===== src/rtl/gshare_predictor_pkg.sv =====
// Shared types, opcode encodings and immediate decoders for the gshare branch predictor.
package gshare_predictor_pkg;

  typedef logic [31:0] addr_t;
  typedef logic [31:0] inst_t;
  typedef logic [6:0]  opcode_t;

  localparam int      OPCODE_MSB = 6;
  localparam int      OPCODE_LSB = 0;
  localparam opcode_t OPCODE_JAL = 7'b1101111;
  localparam opcode_t OPCODE_BR  = 7'b1100011;

  typedef enum logic {
    GP_INIT = 1'b0,
    GP_RUN  = 1'b1
  } gp_state_e;

  // Sign-extended conditional-branch offset.
  function automatic addr_t b_imm(input inst_t inst);
    return {{19{inst[31]}}, inst[31], inst[7], inst[30:25], inst[11:8], 1'b0};
  endfunction

  // Sign-extended jump offset.
  function automatic addr_t j_imm(input inst_t inst);
    return {{11{inst[31]}}, inst[31], inst[19:12], inst[20], inst[30:21], 1'b0};
  endfunction

endpackage


===== src/rtl/gshare_predictor_sat_counter_next.sv =====
// Next value of a saturating up/down direction counter.
module sat_counter_next #(
  parameter int CNT_BITS = 2
) (
  input  logic [CNT_BITS-1:0] cnt,
  input  logic                taken,
  output logic [CNT_BITS-1:0] cnt_next
);

  // NOTE: default first so every path assigns cnt_next and no latch is inferred.
  always_comb begin
    cnt_next = cnt;
    if (taken && (cnt != '1))
      cnt_next = cnt + CNT_BITS'(1);
    else if (!taken && (cnt != '0))
      cnt_next = cnt - CNT_BITS'(1);
  end

endmodule


===== src/rtl/gshare_predictor.sv =====
// Gshare/bimodal direction predictor with speculative global history and ROB-driven recovery.
module gshare_predictor
  import gshare_predictor_pkg::*;
#(
  parameter int IDX_BITS = 8,
  parameter int CNT_BITS = 2,
  parameter int GHR_BITS = 8,
  parameter bit USE_GHR  = 1'b1
) (
  input  logic                clk,
  input  logic                rst,
  input  logic                pred_valid_in,
  input  logic [31:0]         pred_pc_in,
  input  logic [31:0]         pred_inst_in,
  output logic                pred_ready_out,
  output logic                pred_taken_out,
  output logic [31:0]         pred_target_out,
  output logic [GHR_BITS-1:0] pred_ghr_out,
  input  logic                upd_valid_in,
  input  logic [31:0]         upd_pc_in,
  input  logic [GHR_BITS-1:0] upd_ghr_in,
  input  logic                upd_taken_in,
  input  logic                upd_mispredict_in
);

  localparam int                  DEPTH          = 2 ** IDX_BITS;
  localparam logic [CNT_BITS-1:0] WEAK_NOT_TAKEN = CNT_BITS'((2 ** (CNT_BITS - 1)) - 1);

  logic [CNT_BITS-1:0] pht [DEPTH];
  gp_state_e           state, state_next;
  logic [IDX_BITS-1:0] init_idx;
  logic [GHR_BITS-1:0] ghr;

  // Shift a new outcome into the youngest history position; also covers GHR_BITS == 1.
  function automatic logic [GHR_BITS-1:0] shift_in(input logic [GHR_BITS-1:0] hist, input logic b);
    logic [GHR_BITS:0] tmp;
    tmp = {hist, b};
    return tmp[GHR_BITS-1:0];
  endfunction

  function automatic logic [IDX_BITS-1:0] hash_idx(input addr_t pc, input logic [GHR_BITS-1:0] hist);
    return USE_GHR ? (pc[IDX_BITS+1:2] ^ IDX_BITS'(hist)) : pc[IDX_BITS+1:2];
  endfunction

  // FSM: state register, next state, outputs.
  always_ff @(posedge clk or negedge rst) begin
    if (!rst) state <= GP_INIT;
    else      state <= state_next;
  end

  always_comb begin
    state_next = state;
    if ((state == GP_INIT) && (&init_idx)) state_next = GP_RUN;
  end

  always_comb begin
    pred_ready_out = (state == GP_RUN);
  end

  always_ff @(posedge clk or negedge rst) begin
    if (!rst)                  init_idx <= '0;
    else if (state == GP_INIT) init_idx <= init_idx + IDX_BITS'(1);
  end

  // Prediction path: zero latency, reads the table before any same-cycle update lands.
  opcode_t             opcode;
  logic                is_br, is_jal;
  logic [IDX_BITS-1:0] pred_idx;
  logic [CNT_BITS-1:0] pred_cnt;

  assign opcode   = pred_inst_in[OPCODE_MSB:OPCODE_LSB];
  assign is_br    = (opcode == OPCODE_BR);
  assign is_jal   = (opcode == OPCODE_JAL);
  assign pred_idx = hash_idx(pred_pc_in, ghr);
  assign pred_cnt = pht[pred_idx];

  always_comb begin
    pred_taken_out  = 1'b0;
    pred_target_out = pred_pc_in + 32'd4;
    if (is_jal) begin
      pred_taken_out  = pred_ready_out;
      pred_target_out = pred_pc_in + j_imm(pred_inst_in);
    end else if (is_br) begin
      pred_taken_out = pred_ready_out & pred_cnt[CNT_BITS-1];
      if (pred_taken_out) pred_target_out = pred_pc_in + b_imm(pred_inst_in);
    end
  end

  assign pred_ghr_out = ghr;

  // Commit-side counter update.
  logic [IDX_BITS-1:0] upd_idx;
  logic [CNT_BITS-1:0] upd_cnt, upd_cnt_next;

  assign upd_idx = hash_idx(upd_pc_in, upd_ghr_in);
  assign upd_cnt = pht[upd_idx];

  sat_counter_next #(.CNT_BITS(CNT_BITS)) u_sat (
    .cnt      (upd_cnt),
    .taken    (upd_taken_in),
    .cnt_next (upd_cnt_next)
  );

  // NOTE: the table has no reset; the INIT sweep writes every entry before any prediction is trusted.
  always_ff @(posedge clk) begin
    if (state == GP_INIT)  pht[init_idx] <= WEAK_NOT_TAKEN;
    else if (upd_valid_in) pht[upd_idx]  <= upd_cnt_next;
  end

  // History: a resolved mispredict overrides any same-cycle speculative shift.
  logic recover, spec_shift;

  assign recover    = upd_valid_in && upd_mispredict_in && (state == GP_RUN);
  assign spec_shift = pred_valid_in && pred_ready_out && is_br;

  always_ff @(posedge clk or negedge rst) begin
    if (!rst)            ghr <= '0;
    else if (recover)    ghr <= shift_in(upd_ghr_in, upd_taken_in);
    else if (spec_shift) ghr <= shift_in(ghr, pred_taken_out);
  end

  logic unused_upd_pc_bits;
  assign unused_upd_pc_bits = ^{upd_pc_in[31:IDX_BITS+2], upd_pc_in[1:0]};

endmodule


===== config.mk =====
export PLATFORM = sky130hd
export DESIGN_NAME = gshare_predictor
export DESIGN_NICKNAME = d
export VERILOG_FILES = /design/src/rtl/gshare_predictor_pkg.sv /design/src/rtl/gshare_predictor_sat_counter_next.sv /design/src/rtl/gshare_predictor.sv
export SDC_FILE = /design/constraint.sdc
export NUM_CORES = 1
export LEC_CHECK = 0
export ABC_AREA = 0
export CORE_UTILIZATION = 39
export DETAILED_ROUTE_END_ITERATION = 10
export MAX_ROUTING_LAYER = met4
export SLEW_MARGIN = 30
export SYNTH_ARGS = -nofsm -noshare
export SYNTH_HDL_FRONTEND = slang
export SYNTH_SLANG_ARGS = --single-unit

===== constraint.sdc =====
create_clock -name clk -period 14.9 [get_ports clk]
set_input_delay 3.725 -clock clk [delete_from_list [all_inputs] [get_ports clk]]
set_output_delay 3.725 -clock clk [all_outputs]
set_load 0.01 [all_outputs]

# Word-level counts from Yosys, hierarchy flattened
# Memory sizes are Yosys's and may differ from the RTL's.
# Cells that the tools add are included.
# op_classes
reduce_logical,12
n_addsub,6
bitwise,4
eq_ne,3
muxes,16
# ops
operator,count
$mux 32,3
$add 32x32->32,2
$add 32x3->32 const B,1
$mux 8,3
$xor 8x8->8,2
$eq 7x7->1 const B,2
$add 8x1->8 const B,1
$reduce_and 8->1,1
$logic_and 1x1->1,7
$mux 1,7
$mux 2,3
$reduce_bool 2->1,2
$add 2x1->2 const B,1
$ne 2x2->1 const B,1
$reduce_or 2->1,1
$sub 2x1->2 const B,1
$and 1x1->1,1
$logic_not 1->1,1
$not 1->1,1
# word_totals
ramBits,512
mem_count,1
elab_cells,45
output_inout_bits,42
inputBits,110
ff_bits,17
# memory_table
name,depth,word_bits,read_ports,rd_ports_with_merged_regs,wr,line_no,rtl
pht,256,2,2,0,1,gshare_predictor.sv:29,logic [CNT_BITS-1:0] pht [DEPTH];

# Logic depth before layout (Yosys ltp)
# Gate-level depths: netlist of the first run.
# An unclocked memory read counts as a cell.
# depth
depth_word,7
ltp_mapped,15
ltp_nobuf,13

# Modules after synthesis
# Synthesis of the first run repeated with hierarchy kept, for this count alone.
# hier_totals
cells_unflattened,1944
area_unflattened_um2,27754.1
# modules_own_cells
module,seq_area_each_um2,instances,area_each_um2,cells_each
gshare_predictor,15800.2,1,27694.1,1937
sat_counter_next,0.0,1,60.1,7

# Worst setup path before layout of the first run
# Ideal clock, no wire load.
# synth_path
path_type,input port to flip-flop
from,input upd_ghr_in[0]
to,memory pht[0][1] (data pin)
setup_time_ns,2.246
slack_ns,-4.425
cell_stages,13
path_buffers,2
required_ns,12.654
arrival_ns,17.079
cell_sequence,xor2_2 buf_2 buf_2 mux4_2 mux4_2 a22oi_1 nand2_1 a22oi_1 o211ai_1 ha_1 nor2_1 a211oi_1 a211oi_1
# synth_between
elab_chain_len,7
elab_cells_between_ends,11
classes_between,add/sub: 2; eq/ne: 1; mux: 3; bitwise: 1; reduce/logical: 3; memory: 1
# synth_lines
item,line_no,rtl
from (decl),gshare_predictor.sv:21,"input logic [GHR_BITS-1:0] upd_ghr_in,"
$xor 8x8->8 (*),gshare_predictor.sv:42,return USE_GHR ? (pc[IDX_BITS+1:2] ^ IDX_BITS'(hist)) : pc[IDX_BITS+1:2];
$mem_v2 256x2 (*),n/a,
branches (longest 3 deep; another with $sub 2x1->2),n/a,
$mux 2 (*),gshare_predictor_sat_counter_next.sv:13,if (taken && (cnt != '1))
$mux 2 (no source line) (*),n/a,
to (decl),gshare_predictor.sv:29,
# Every way passes the cells marked *.

# Worst setup path in the final report of the first run
# layout_path
from,input pred_pc_in[3]
to,output pred_target_out[20]
# layout_between
elab_chain_len,6
elab_cells_between_ends,9
classes_between,add/sub: 3; mux: 3; bitwise: 2; memory: 1
# layout_lines
item,line_no,rtl
from (decl),gshare_predictor.sv:13,"input logic [31:0] pred_pc_in,"
$xor 8x8->8,gshare_predictor.sv:42,
$mem_v2 256x2,n/a,
$and 1x1->1,gshare_predictor.sv:84,pred_taken_out = pred_ready_out & pred_cnt[CNT_BITS-1];
$mux 32,gshare_predictor.sv:85,if (pred_taken_out) pred_target_out = pred_pc_in + b_imm(pred_inst_in);
$mux 32,gshare_predictor.sv:83,end else if (is_br) begin
$mux 32 (*),gshare_predictor.sv:80,if (is_jal) begin
to (decl),gshare_predictor.sv:17,"output logic [31:0] pred_target_out,"
# Every way passes the cells marked *; elsewhere a longest branch is shown, timed or not.

==> results of run 1 <==
## cell usage after synthesis, types with 10 or more instances
library cell,instances,area share (%)
a211oi_1,13,0.35
a21o_1,18,0.49
a21oi_1,69,1.2
a22o_1,12,0.38
a22oi_1,27,0.73
a311oi_1,12,0.38
and3_1,14,0.32
buf_2,18,0.32
clkbuf_1,88,1.2
dfrtp_1,17,1.5
edfxtp_1,512,55
ha_1,47,2.1
inv_1,26,0.35
mux2i_1,63,2.3
mux4_2,170,14
nand2_1,146,2.0
nand3_1,50,0.90
nand4_1,25,0.56
nor2_1,334,4.5
nor3_1,23,0.41
o21a_1,10,0.27
o21ai_0,43,0.78
o21bai_1,10,0.27
o22ai_1,23,0.52
xnor2_1,55,1.7
xor2_1,32,1.0
## state kept, by name, summed over array words and instances (netlist names)
| signal | count |
|---|---|
| pht | 512 |
| pred_ready_out | 1 |
| init_idx | 8 |
| pred_ghr_out | 8 |
## cell families (layout without fill, tap and decap cells)
| logic type | count (synthesis) | after routing | share of synthesized area (%) |
|---|---|---|---|
| AND/OR/NAND/NOR | 636 | 636 | 9.81 |
| flip-flops | 529 | 529 | 56.9 |
| AO/OA/AOI/OAI | 336 | 336 | 8.55 |
| multiplexers | 249 | 249 | 17.0 |
| buffers and inverters | 150 | 308 | 2.52 |
| XOR/XNOR | 89 | 89 | 2.90 |
| adder cells (fa/ha/maj) | 49 | 49 | 2.26 |
| other | 0 | 3 | 0 |
## how the worst min path moves through the flow
stage,depth (start not counted),slack [ns],endpoint,from
2_1_floorplan,1,0.46,init_idx[6],init_idx[6]
3_3_place_gp,1,0.49,init_idx[6],init_idx[6]
3_5_place_dp,1,0.51,init_idx[7],init_idx[7]
4_1_cts,1,0.52,init_idx[7],init_idx[7]
5_1_grt,1,0.53,init_idx[7],init_idx[7]
6_report,1,0.52,init_idx[7],init_idx[7]
## where the power goes
group	internal [mW]	switching, mW	total (mW)
registers	1.61	0	1.61
logic	0.154	0.237	0.391
clock network	0.807	0.597	1.40
## cell type report
cell class	count	share of cell area [%]
clock buffers	69	4.59
inverters	26	0.305
diodes	3	0.0234
repair buffers	179	5.48
well taps	940	3.67
clock inverters	34	1.09
multi-input cells	1359	35.5
flip-flops and latches	529	49.3
## per-stage QoR
| step | util (%) | hold WS [ns] |
|---|---|---|
| 6_report | 45.6 | 0.523 |
| 5_1_grt | 45.6 | 0.532 |
| 4_1_cts | 45.5 | 0.522 |
| 3_5_place_dp | 43.0 | 0.510 |
| 3_3_place_gp | 42.9 | 0.488 |
| 2_1_floorplan | - | 0.460 |
## worst max-delay path, stage by stage
cell and delay (ns):
clkdlybuf4s50_1 0.80, xor2_4 0.71, nand3_1 0.72, o21a_1 0.38
o2111ai_1 0.14, o211ai_1 0.24, nor4b_2 0.23, a32oi_4 0.55
and2_1 0.68, nor2_2 0.27, a221oi_1 0.37, clkdlybuf4s50_1 0.61
## metal layers
layer / track usage, % / routed length, µm
met5: - / 0
met4: 9.81 / 3460
met2: 39.3 / 41700
met1: 34.6 / 36500
met3: 4.61 / 8770
==> flow_summary_export.csv, run 1 <==
group,metric,value,unit
detailed_routing,vias,19300,
worst_setup_path,regToRegSetupSlack,9.99,ns
clocking,clk_pin_slew,0.06,ns
layout,nets,2310,
global_routing,grt_max_degree,257,
power,vdd_drop_max,0.0923,mV
sta,finalCriticalPeriod,13.19,ns
layout,n_fill_cell,6257,
worst_setup_path,path_class,"in2out",
sta,maxSlewViolCount,0,
floorplanning,chipHeight,269,µm
synthesis,synth_edf_count,512,
sta,setup_slack,1.71,ns
synthesis,synth-async-reset-ratio,3.21,%
synthesis,synthesis.nets,2197,
synthesis,synth_ff_type,"edfxtp_1",
sta,fmax,75.8,MHz
detailed_routing,ant_nets,0,
clocking,h-tree-depth,2,
worst_setup_path,r2r-end,"pht[217][0]",
place,dpl-instance-area,30200,µm²
power,leakage,10.1,nW
sta,tns,0,ns
synthesis,syn_area,27800,µm²
clocking,cts_tree,"done",
clocking,ctsHoldBuffers,0,
sta,min_period_over_period,88.5,%
detailed_routing,drt_wl_total,90.3,mm
detailed_routing,vias_per_cell,6.16,
worst_setup_path,crit_arrival,9.47,ns
layout,most-common-layout-cells,"edfxtp_1 (512), nor2_1 (333), mux4_2 (170)",
power,power_density,106,nW/µm²
detailed_routing,wl_per_cell,28.8,µm
synthesis,ys_seq_area_share,56.9,%
synthesis,netlist_instances,2038,
min_path,hp-class,"reg2reg",
layout,final_common_cell,"edfxtp_1",
clocking,root_buffer,"clkbuf_16",
place,dp_hpwl,60.1,mm
sta,grt_setup_unrepaired,"false",
sta,finalSetupViolations,0,
global_routing,grtUsageTotal,25.8,%
layout,drive_above_1_share,15.3,%
outcome,outcome,"finished clean",
sta,tightest_slew,1.11,ns
place,gp_congestion,0.977,
worst_setup_path,critPathCaptureType,"primary output",
place,place_inst,3032,
synthesis,ys_warn_count,0,
floorplanning,ios,152,
floorplanning,row_count,97,
synthesis,ys_ff_latch,529,
layout,instances_no_fill,3139,
floorplanning,start_util,39.5,%
flow_run,maxCapViolations,0,
worst_setup_path,required,11.18,ns
layout,multi_input_area,11400,µm²
global_routing,first_global_vias,19200,
worst_setup_path,r2r_start,"pht[120][1]",
global_routing,grt_pass1_wl,131,mm
sta,fin_skew,0.0312,ns
clocking,clock_sinks,529,
worst_setup_path,endpoint,"pred_target_out[20]",
layout,regArea,15800,µm²
clocking,numCtsBuffers,56,
sta,slew_headroom,25.4,%
worst_setup_path,cp-startpoint,"pred_pc_in[3]",
clocking,clk_path_buf_depth,3,
global_routing,antenna_found_initial,3,
floorplanning,dieArea,72300,µm²
synthesis,ys_types,84,
floorplanning,die_w,269,µm
worst_setup_path,crit_fanout,15,
layout,fin_area,32000,µm²
synthesis,postSynthAreaPerCell,13.6,µm²
detailed_routing,dr.pass1.iters,5,
worst_setup_path,r2r_cells,12,
layout,areaGrowthSynthToFinish,15.4,%
place,numPortBuffers,125,
global_routing,overflow,0,
worst_setup_path,cp-start-kind,"input pin",
place,dp_slack,1.87,ns
clocking,cts_resized,0,
detailed_routing,drc_errors,0,
floorplanning,core-area,70300,µm²
clocking,cts_setup_buffers,0,
detailed_routing,first_iter_violations,2550,
power,fin_total_pwr,3.40,mW
clocking,clk_latency,0.65,ns
sta,finalHoldViolations,0,
No activity file was read; power rests on OpenSTA's default activity.
==> run 2, diff against run 1 <==
--- a/config.mk
+++ b/config.mk
@@ -10,4 +10,5 @@
 export DETAILED_ROUTE_END_ITERATION = 10
 export MAX_ROUTING_LAYER = met4
+export PLACE_DENSITY = 0.61
 export SLEW_MARGIN = 30
 export SYNTH_ARGS = -nofsm -noshare
==> constraint.sdc (replaced) <==
create_clock -name clk -period 14.9 [get_ports clk]
set_input_delay 3.725 -clock clk [delete_from_list [all_inputs] [get_ports clk]]
set_output_delay 3.725 -clock clk [all_outputs]
set_load 0.005 [all_outputs]
==> flow_summary_export.csv, run 2 (synthesis gave the netlist of run 1 again) <==
group,metric,value,unit
place,dp_hpwl,59.0,mm
sta,maxSlewViolCount,0,
layout,regMostFlops,"pht",
floorplanning,ios,152,
sta,timing.hold.ws,0.513,ns
power,vdd_drop_max,0.0874,mV
layout,nets,2307,
sta,tightest_slew,1.03,ns
global_routing,overflow,0,
clocking,cts_resized,0,
floorplanning,core-area,70300,µm²
worst_setup_path,required,11.18,ns
clocking,clock_sinks,529,
layout,n_fill_cell,6206,
clocking,cts_setup_buffers,0,
global_routing,grtUsageTotal,25.4,%
power,sw_frac_of_total,24.7,%
floorplanning,die_w,269,µm
detailed_routing,first_iter_violations,2269,
clocking,cts_tree,"done",
detailed_routing,dr.pass1.iters,6,
worst_setup_path,path_class,"in2out",
worst_setup_path,crit_family,"compound AO/OA/AOI/OAI gates",
place,gp_congestion,0.963,
power,p_switching,816,µW
clocking,clk_path_buf_depth,3,
detailed_routing,drt_wl_total,89.5,mm
detailed_routing,vias,19500,
worst_setup_path,crit_arrival,9.26,ns
worst_setup_path,cp.depth,13,
clocking,ctsHoldBuffers,0,
floorplanning,start_util,39.5,%
layout,final_common_cell,"edfxtp_1",
layout,largest_register_ffs,512,
worst_setup_path,crit_fanout,7,
worst_setup_path,critPathCaptureType,"primary output",
global_routing,first_global_vias,19400,
sta,finalHoldViolations,0,
clocking,clk_latency,0.63,ns
sta,tns,0,ns
detailed_routing,ant_nets,0,
layout,drive_above_1_share,15.5,%
clocking,clk_pin_slew,0.06,ns
global_routing,grt_max_degree,135,
min_path,min_path_cells,1,
global_routing,grt_pass1_wl,129,mm
sta,slew_headroom,31.3,%
worst_setup_path,r2r_cells,13,
worst_setup_path,cp-start-kind,"input pin",
worst_setup_path,worst-path-buf-inv,3,
power,p_int,2.48,mW
layout,most-common-layout-cells,"edfxtp_1 (512), nor2_1 (334), mux4_2 (170)",
outcome,outcome,"finished clean",
worst_setup_path,cp_cell_sequence,"clkdlybuf4s50_1 -> inv_1 -> fa_1 -> nand2b_1 -> a21oi_1 -> a21boi_0 -> a311oi_1 -> a221oi_1 -> a21oi_1 -> a21boi_0 -> a221o_1 -> a22oi_1 -> clkdlybuf4s50_1",
power,leakage,10.0,nW
power,seq_power_share,48.6,%
sta,fmax,77.0,MHz
sta,finalCriticalPeriod,12.99,ns
layout,areaGrowthSynthToFinish,14.8,%
floorplanning,row_count,97,
floorplanning,chipHeight,269,µm
power,power_density,104,nW/µm²
sta,min_period_over_period,87.2,%
worst_setup_path,crit_slowest_cell,"clkdlybuf4s50_1",
sta,grt_setup_unrepaired,"false",
detailed_routing,drc_errors,0,
global_routing,antenna_found_initial,5,
clocking,h-tree-depth,2,
place,numPortBuffers,125,
clocking,root_buffer,"clkbuf_16",
clocking,numCtsBuffers,53,
worst_setup_path,crit_path_max_incr_delay,0.85,ns
floorplanning,dieArea,72300,µm²
sta,finalSetupViolations,0,
sta,fin_skew,0.0238,ns
detailed_routing,vias_per_cell,6.20,
power,fin_total_pwr,3.30,mW
flow_run,maxCapViolations,0,
detailed_routing,wl_per_cell,28.5,µm
power,p_clk_share,39.6,%
power,pwr-share-comb,11.8,%
min_path,hp-class,"reg2reg",
run 2: final cells by class:
type                       count  area (µm²)  area share [%]
multi-input combinational   1359       11400            35.7
clock buffer                  63        1360            4.28
sequential                   529       15800            49.6
clock inverter                36         313           0.982
tap                          940        1180            3.69
inverter                      26        97.6           0.306
antenna                        7        17.5          0.0550
timing repair buffer         179        1710            5.38
run 2: power by group through the flow:
stage               clock network, mW  logic (mW)  registers [mW]
finish                           1.31       0.388            1.61
CTS                              1.32       0.383            1.61
detailed placement                  0       0.381            1.64
global route                     1.37       0.410            1.60
global placement                    0       0.379            1.64
floorplan                           0       0.234            1.64
run 2: path summary, 6_finish.rpt:
kind | start | to | slack [ns]
max | pred_pc_in[2] | pred_target_out[23] | 1.91
min | init_idx[7] | init_idx[7] | 0.51
max reg2reg | pht[239][1] | pht[84][1] | 10.01
min reg2reg | init_idx[7] | init_idx[7] | 0.51
max in group asynchronous | rst | pred_ghr_out[7] | 10.77
min in group asynchronous | rst | pred_ghr_out[0] | 3.59
run 2: routing by layer:
| layer | vias to the layer above | GRT usage, % | share of wire (%) |
|---|---|---|---|
| met3 | 236 | 4.82 | 10 |
| met1 | 9832 | 32.6 | 39 |
| met5 | - | - | 0 |
| met4 | 0 | 10.3 | 4.5 |
| li1 | 8238 | - | - |
| met2 | 1159 | 39.7 | 47 |
run 2: stage by stage:
stage	worst slack, ns	utilization, %	std cells	cell area (µm²)
5_1_grt	1.83	45.3	3137	31900
6_report	1.91	45.3	3139	31900
2_1_floorplan	1.23	-	2038	27800
3_5_place_dp	2.03	42.9	3033	30200
3_3_place_gp	2.08	42.9	3033	30200
4_1_cts	2.01	45.3	3132	31800
